$ cat config.mk
export PLATFORM = sky130hd
export DESIGN_NAME = beam_sequencer
export DESIGN_NICKNAME = d
export VERILOG_FILES = /design/src/rtl/beamformer_pkg.sv /design/src/rtl/beam_table_ram.sv /design/src/rtl/beam_sequencer.sv
export SDC_FILE = /design/constraint.sdc
export NUM_CORES = 2
export LEC_CHECK = 0
export ABC_CLOCK_PERIOD_IN_PS = 5200
export CORE_AREA = 2 2 380 458
export CTS_BUF_LIST = sky130_fd_sc_hd__clkbuf_16
export CTS_CLUSTER_SIZE = 20
export DETAILED_ROUTE_END_ITERATION = 7
export DIE_AREA = 0 0 382 460
export PLACE_DENSITY = 0.74
export SETUP_SLACK_MARGIN = 0.15
export SYNTH_ARGS = -nofsm -noshare
export SYNTH_HDL_FRONTEND = slang
export SYNTH_SLANG_ARGS = --single-unit
$ cat constraint.sdc
create_clock -name clk -period 5.2 [get_ports clk]
set_input_delay 1.04 -clock clk [delete_from_list [all_inputs] [get_ports clk]]
set_output_delay 1.04 -clock clk [all_outputs]
set_load 0.01 [all_outputs]
$ cat src/rtl/beamformer_pkg.sv
// Shared types for the beam sequencer: table entry layout and FSM states.
package beamformer_pkg;

   localparam int BEAM_ENTRY_W = 33;
   localparam int WAIT_CNT_W   = 13;

   typedef struct packed {
      logic        isTX;
      logic [15:0] el;
      logic [15:0] az;
   } beam_entry_t;

   typedef enum logic [2:0] {
      ST_IDLE,
      ST_LOAD,
      ST_START,
      ST_WAIT,
      ST_DWELL
   } seq_state_e;

endpackage

$ cat src/rtl/beam_table_ram.sv
// Beam table: 1 write / 1 registered read port. A same-cycle write to the
// entry being read returns the old contents (read sees pre-edge array).
module beam_table_ram
   import beamformer_pkg::*;
#(
   parameter int DEPTH = 64,
   parameter int AW    = 6
) (
   input  logic          clk,
   input  logic          rst,
   input  logic          wen,
   input  logic [AW-1:0] waddr,
   input  beam_entry_t   wdata,
   input  logic          ren,
   input  logic [AW-1:0] raddr,
   output beam_entry_t   rdata
);

   beam_entry_t mem [DEPTH];
   beam_entry_t rdata_q;
   beam_entry_t rdata_d;

   // read data only moves on a read strobe so the units see a stable entry
   always_comb begin
      rdata_d = rdata_q;
      if (ren) rdata_d = mem[raddr];
   end

   // array storage; no reset, software rewrites the table after reset
   always_ff @(posedge clk) begin
      if (wen) mem[waddr] <= wdata;
   end

   // output register cleared by reset so the beam outputs start at zero
   always_ff @(posedge clk or posedge rst) begin
      if (rst) rdata_q <= '0;
      else     rdata_q <= rdata_d;
   end

   assign rdata = rdata_q;

endmodule

$ cat src/rtl/beam_sequencer.sv
// Beam sequencer: walks the beam table, starts the calc units, collects their
// done flags (with timeout), dwells, and advances / loops / finishes.
module beam_sequencer
   import beamformer_pkg::*;
#(
   parameter int NUM_UNITS = 8,
   parameter int TBL_DEPTH = 64,
   parameter int TBL_AW    = 6,
   parameter int TIMEOUT   = 4096,
   parameter int DWELL_W   = 16
) (
   input  logic                    clk,
   input  logic                    rst,
   input  logic                    tbl_wen,
   input  logic [TBL_AW-1:0]       tbl_waddr,
   input  logic [BEAM_ENTRY_W-1:0] tbl_wdata,
   input  logic                    run,
   input  logic                    abort,
   input  logic [TBL_AW:0]         beam_count,
   input  logic                    loop_en,
   input  logic [DWELL_W-1:0]      dwell_cycles,
   input  logic [NUM_UNITS-1:0]    bf_done,
   output logic                    bf_start,
   output logic [15:0]             bf_az,
   output logic [15:0]             bf_el,
   output logic                    bf_isTX,
   output logic                    busy,
   output logic [TBL_AW-1:0]       beam_idx,
   output logic                    beam_done,
   output logic                    seq_done,
   output logic                    timeout_err,
   output logic [NUM_UNITS-1:0]    timeout_mask
);

   localparam logic [WAIT_CNT_W-1:0] WAIT_LAST = WAIT_CNT_W'(TIMEOUT - 1);

   seq_state_e              state_q, state_d;
   logic [TBL_AW-1:0]       beam_idx_q, beam_idx_d;
   logic [TBL_AW:0]         count_q, count_d;
   logic [NUM_UNITS-1:0]    collect_q, collect_d;
   logic [WAIT_CNT_W-1:0]   wait_q, wait_d;
   logic [DWELL_W-1:0]      dwell_q, dwell_d;
   logic                    err_q, err_d;
   logic [NUM_UNITS-1:0]    mask_q, mask_d;
   logic                    seq_done_q, seq_done_d;
   logic                    beam_done_c;
   logic                    ram_ren;
   logic                    last_beam;
   logic [NUM_UNITS-1:0]    all_done;
   beam_entry_t             wentry;
   beam_entry_t             entry;

   assign wentry = tbl_wdata;

   beam_table_ram #(.DEPTH(TBL_DEPTH), .AW(TBL_AW)) u_tbl (
      .clk   (clk),
      .rst   (rst),
      .wen   (tbl_wen),
      .waddr (tbl_waddr),
      .wdata (wentry),
      .ren   (ram_ren),
      .raddr (beam_idx_q),
      .rdata (entry)
   );

   // next-state, counters and done collection; abort overrides everything
   always_comb begin
      state_d     = state_q;
      beam_idx_d  = beam_idx_q;
      count_d     = count_q;
      collect_d   = collect_q;
      wait_d      = wait_q;
      dwell_d     = dwell_q;
      err_d       = err_q;
      mask_d      = mask_q;
      seq_done_d  = 1'b0;
      beam_done_c = 1'b0;
      ram_ren     = 1'b0;
      all_done    = collect_q | bf_done;
      last_beam   = ({1'b0, beam_idx_q} == (count_q - (TBL_AW+1)'(1)));
      if (abort) begin
         state_d = ST_IDLE;
      end else begin
         case (state_q)
            ST_IDLE: begin
               if (run) begin
                  if (beam_count != '0) begin
                     beam_idx_d = '0;
                     count_d    = beam_count;
                     err_d      = 1'b0;
                     mask_d     = '0;
                     state_d    = ST_LOAD;
                  end else begin
                     seq_done_d = 1'b1;
                  end
               end
            end
            ST_LOAD: begin
               ram_ren = 1'b1;
               state_d = ST_START;
            end
            ST_START: begin
               collect_d = '0;
               wait_d    = '0;
               state_d   = ST_WAIT;
            end
            ST_WAIT: begin
               collect_d = all_done;
               if (&all_done || wait_q == WAIT_LAST) begin
                  beam_done_c = 1'b1;
                  dwell_d     = dwell_cycles;
                  state_d     = ST_DWELL;
                  if (!(&all_done)) begin
                     err_d  = 1'b1;
                     mask_d = ~all_done;
                  end
               end else if (wait_q != '1) begin
                  wait_d = wait_q + WAIT_CNT_W'(1);
               end
            end
            ST_DWELL: begin
               if (dwell_q != '0) begin
                  dwell_d = dwell_q - DWELL_W'(1);
               end else if (last_beam) begin
                  if (loop_en) begin
                     beam_idx_d = '0;
                     state_d    = ST_LOAD;
                  end else begin
                     seq_done_d = 1'b1;
                     state_d    = ST_IDLE;
                  end
               end else begin
                  beam_idx_d = beam_idx_q + TBL_AW'(1);
                  state_d    = ST_LOAD;
               end
            end
            default: state_d = ST_IDLE;
         endcase
      end
   end

   // state and counter registers
   always_ff @(posedge clk or posedge rst) begin
      if (rst) begin
         state_q    <= ST_IDLE;
         beam_idx_q <= '0;
         count_q    <= '0;
         collect_q  <= '0;
         wait_q     <= '0;
         dwell_q    <= '0;
         err_q      <= 1'b0;
         mask_q     <= '0;
         seq_done_q <= 1'b0;
      end else begin
         state_q    <= state_d;
         beam_idx_q <= beam_idx_d;
         count_q    <= count_d;
         collect_q  <= collect_d;
         wait_q     <= wait_d;
         dwell_q    <= dwell_d;
         err_q      <= err_d;
         mask_q     <= mask_d;
         seq_done_q <= seq_done_d;
      end
   end

   // beam_done fires in the WAIT cycle that completes the beam
   assign bf_start     = (state_q == ST_START);
   assign busy         = (state_q != ST_IDLE);
   assign beam_idx     = beam_idx_q;
   assign beam_done    = beam_done_c;
   assign seq_done     = seq_done_q;
   assign timeout_err  = err_q;
   assign timeout_mask = mask_q;
   assign bf_az        = entry.az;
   assign bf_el        = entry.el;
   assign bf_isTX      = entry.isTX;

endmodule

# Yosys cells after proc, flatten, opt, wreduce, memory -nomap -nowiden
# Memory sizes are Yosys's and may differ from the RTL's. A register that Yosys moved wholly into a read port is not among the register bits.
# Cells that the tools add are included.
[word_totals] reg_bits=63 ramBits=2112 inputBits=76 out_inout_bits=52 wordCells=99 memories=1
[op_classes] addsub=4 eq_ne=20 mux=45 bitwise=3 n_reduce_logical=17
[mem_list] name="u_tbl.mem" depth=64 word_bits=33 read_ports=1 rd_clocked_by_memory_dff=1 write_ports=1 line="beam_table_ram.sv:19" text="beam_entry_t mem [DEPTH];"
[ops] operator="$mux 16" count=2
[ops] operator="$mux 8" count=4
[ops] operator="$pmux 16 s2" count=1
[ops] operator="$pmux 8 s2" count=2
[ops] operator="$mux 6" count=5
[ops] operator="$mux 13" count=2
[ops] operator="$pmux 13 s2" count=1
[ops] operator="$mux 1" count=18
[ops] operator="$mux 3" count=6
[ops] operator="$ne 2x2->1 const B" count=8
[ops] operator="$reduce_and 4->1" count=4
[ops] operator="$reduce_bool 16->1" count=1
[ops] operator="$sub 16x1->16 const B" count=1
[ops] operator="$ne 3x3->1 const B" count=5
[ops] operator="$pmux 3 s5" count=1
[ops] operator="$add 13x1->13 const B" count=1
[ops] operator="$eq 13x12->1 const B" count=1
[ops] operator="$ne 13x13->1 const B" count=1
[ops] operator="$pmux 6 s2" count=1
[ops] operator="$reduce_and 6->1" count=2
[ops] operator="$not 8->8" count=1
[ops] operator="$or 8x8->8" count=1
[ops] operator="$reduce_and 8->1" count=1
[ops] operator="$reduce_bool 2->1" count=4
[ops] operator="13 further kinds" count=15

# Longest topological paths before layout
[logic_depth] ltp_word=6 mapped_depth=11 ltp_nobuf=8

# By module
# Synthesis repeated with hierarchy kept, for this count alone.
[unflattened] hier_cells=4326 area_unflattened_um2=85539.5
[by_module_without_submodules] mod="beam_table_ram" instances=1 cells_per_inst=3947 area_each_um2=82091.2 seq_area_each_um2=64246.6
[by_module_without_submodules] mod="beam_sequencer" instances=1 cells_per_inst=379 area_each_um2=3448.3 seq_area_each_um2=1576.5

# Worst setup path after synthesis
# OpenSTA, ideal clock, no wires.
[synth_path] path_kind="input port to flip-flop" from="input tbl_waddr[5]" to="memory u_tbl.mem[48][0] (netlist bit) (enable)" arrival_ns=3.993 required_time_ns=4.736 path_slack_ns=0.743 stages=4 n_path_buf=1 path_cell_list="clkbuf_1 nand3_1 or3_1 nor3_1"
[synth_rtl] item="start: declaration" line="beam_sequencer.sv:15" text="input logic [TBL_AW-1:0] tbl_waddr,"
[synth_rtl] item="end: declaration" line="beam_table_ram.sv:19"
# No word-level cell before the write port.

# Worst setup path after layout
[layout_path] from="register state_q[1]" to="output beam_done"
[layout_between] elab_chain_len=3
[layout_rtl] item="start: declaration" line="beam_sequencer.sv:37" text="seq_state_e state_q, state_d;"
[layout_rtl] item="start signal: assignment" line="beam_sequencer.sv:155" text="state_q <= state_d;"
[layout_rtl] item="$eq 3x2->1" line="beam_sequencer.sv:84" text="case (state_q)"
[layout_rtl] item="$mux 1" line="beam_sequencer.sv:84"
[layout_rtl] item="$mux 1" line="beam_sequencer.sv:81" text="if (abort) begin"
[layout_rtl] item="end: declaration" line="beam_sequencer.sv:29" text="output logic beam_done,"
# Every way passes these cells.

==> run metrics <==
status finished, violations left; violated checks design-rule violations; routability cong. 0.877; core area 172,000 um2; drt drc 2; vias in the first global route 43,600; Post-synth top cells 2,112 x edfxtp_1, 429 x mux4_2, 272 x mux2i_1, 179 x nor2_1, 110 x clkbuf_1; Syn Nets 4,181; Max Fclk 236 MHz; most common cell in the netlist edfxtp_1; Area growth, synth to finish 13.5%; Die X 382 um; # placed instances 6,453; CP Class flip-flop to output port; Async SR Flop Fraction 4.35%; Routed Antenna Nets 0; Via density 6.48; R2R cell count 4; GRT Util Overall 25.1%; max_cap viols 0; Setup-failing EPs final 0; Leak 30.0 nW; Worst-path clk slew 0.06 ns; clk buf depth 3; Pwr per Cell Area 373 nW/um2; met2 WL 108,000 um; largest net degree at the start of global routing 91; Netlist cell types 76; Initial Util 49.7%; cts bufs inserted 200; # hold bufs at CTS 0; DR WL met3 22,600 um; Die ar. 176,000 um2; Final Skew 0.0290 ns; area leader, netlist edfxtp_1; total power 0.0361 W; first-pass GRT wire length 316,000 um; drt total wl 222,000 um; # rows 167; fin nets 4,454; count of input and output buffers 127; CTS resizes 0; Syn. warnings 0; layout cells sized above 1 22.8%; CTS sink cnt 2,208; Avg Cell Area, Syn 20.8 um2; r2r endpoint u_tbl.rdata[1]; RSZ-0062 raised after global routing false; GRT overflow 0; crit-path max FO 19; Least-Margin Pin Slew 1.31 ns; register bit total from synthesis 2,208; HP Start timeout_mask[3]; detailed placement HPWL 131,000 um; root buffer cell clkbuf_16; Die Span Y 460 um; post-synthesis sequential area ratio 77.3%; Starting DRT DRC Count 6,441; Slew Limit Fails 0; min-delay worst type flip-flop to flip-flop; max layer used met5; fin crit share 81.4%; Setup TNS Final 0 ns; worst-skew pair later-pin latency 0.83 ns; area of the mapped netlist 85,200 um2; final cell count without fillers 6,826; prevailing post-synth register cell edfxtp_1; final hold slack 0.506 ns; VDD IR-drop max 0.353 mV; vias 44,200; Critical Path AT 3.19 ns; initial antenna violation count 19; worst endpoint required time 4.16 ns; reg2reg setup slack 1.53 ns; # fillers 12,100; Clock H-tree levels 4; Post-Syn Instances 4,101; M1 WL 79,600 um; Reg-to-Reg Start beam_idx[0]; CP Launch Type flip-flop; setup repair bufs after CTS 0; top cells by area, synth edfxtp_1 74%, mux4_2 11%, mux2i_1 3.2%; Tmin final 4.23 ns; TritonRoute pass-1 iters 8; EDFF count, synth 2,112; worst hold path endpoint timeout_mask[3]; WL per Instance 32.5 um; Yosys top cell area share 74.4%; worst hold path depth 1; I/O Pins 128; relative slew slack 12.5%; CP endpoint kind output port; Fin. Hold Viols 0; CTS tree yes
[area by class of cell]
cell class / instances / area (um2) / share of cell area, %
Sequential cell: 2208 / 65800 / 68.1
Tap cell: 2281 / 2850 / 2.95
Clock inverter: 165 / 1380 / 1.43
Clock buffer: 203 / 5080 / 5.25
Antenna cell: 5 / 12.5 / 0.0129
Timing Repair Buffer: 305 / 2700 / 2.79
Inverter: 10 / 41.3 / 0.0427
Multi-Input combinational cell: 1649 / 18800 / 19.5
[layer usage]
metal | up-vias | global-route usage [%]
met4 | 18 | 12.0
met1 | 23100 | 32.8
li1 | 17800 | -
met2 | 2824 | 40.6
met3 | 515 | 5.18
met5 | - | 0
[cell usage in the layout, fill, tap and decap left out, types with 14 or more instances in the layout]
cell                n
o211ai_1           16
a21o_1             22
o22ai_1            56
nor2_1            115
clkdlybuf4s50_1    94
bufinv_16          22
o221ai_1           46
clkbuf_16         203
dfrtp_1            91
a21oi_1            94
o21ai_0            64
a221oi_1           48
mux4_2            429
buf_4             159
nand2_1            53
buf_2              32
buf_12             20
nor2_4             62
nand3_1            29
mux2_2             23
edfxtp_1         2112
clkinv_2           29
nor3_1             24
clkinv_1           45
inv_1              50
mux2i_1           272
a211oi_1           41
a22oi_1            52
nor2b_1            14
[where the power goes]
group	leakage, nW	internal, W	switching, W
Clock	3.32	0.00817	0.00639
Sequential	20.2	0.0198	0.000384
Combinational	6.43	0.000539	0.000834
[logic make-up after synthesis]
kind of cell | after synthesis | share of synthesized area (%)
adder cells (fa/ha/maj) | 4 | 0.0587
flip-flops | 2208 | 77.3
buffers and inverters | 244 | 1.22
XOR/XNOR | 14 | 0.144
AO/OA/AOI/OAI | 533 | 4.40
multiplexers | 724 | 14.8
AND/OR/NAND/NOR | 374 | 2.07
[sequential cells by signal, indices dropped and copies added (netlist names)]
signal / flops
seq_done: 1
timeout_mask: 8
dwell_q: 16
u_tbl.rdata: 33
beam_idx: 6
collect_q: 8
wait_q: 13
count_q: 7
u_tbl.mem: 2112
state_q: 3
timeout_err: 1
[stage by stage]
stage / cell area (um2) / setup slack [ns] / util, %
after floorplan: 85200 / 0.743 / -
after global placement: 90300 / 1.22 / 52.6
after detailed placement: 90300 / 1.24 / 52.6
after CTS: 96700 / 0.943 / 56.4
after global routing: 96700 / 0.764 / 56.4
final: 96700 / 0.966 / 56.4
[worst max-delay path, stage by stage, from the launching register on]
cell	delay (ns)
dfrtp_1	0.49
nand2_1	0.12
or2_2	0.46
nor2_2	0.36
o21ai_1	0.13
buf_4	0.22
inv_1	0.06
clkdlybuf4s50_1	0.52
[worst max path at each step]
stage | start | endpoint | slack [ns] | cells past startpoint
3_5_place_dp | bf_done[0] | beam_done | 1.24 | 8
5_1_grt | state_q[0] | beam_done | 0.76 | 7
2_1_floorplan | tbl_waddr[5] | u_tbl.mem[48][0] | 0.74 | 4
3_3_place_gp | bf_done[6] | beam_done | 1.22 | 8
4_1_cts | state_q[1] | beam_done | 0.94 | 7
6_report | state_q[1] | beam_done | 0.97 | 7
Power figures use the tool's default switching activity.
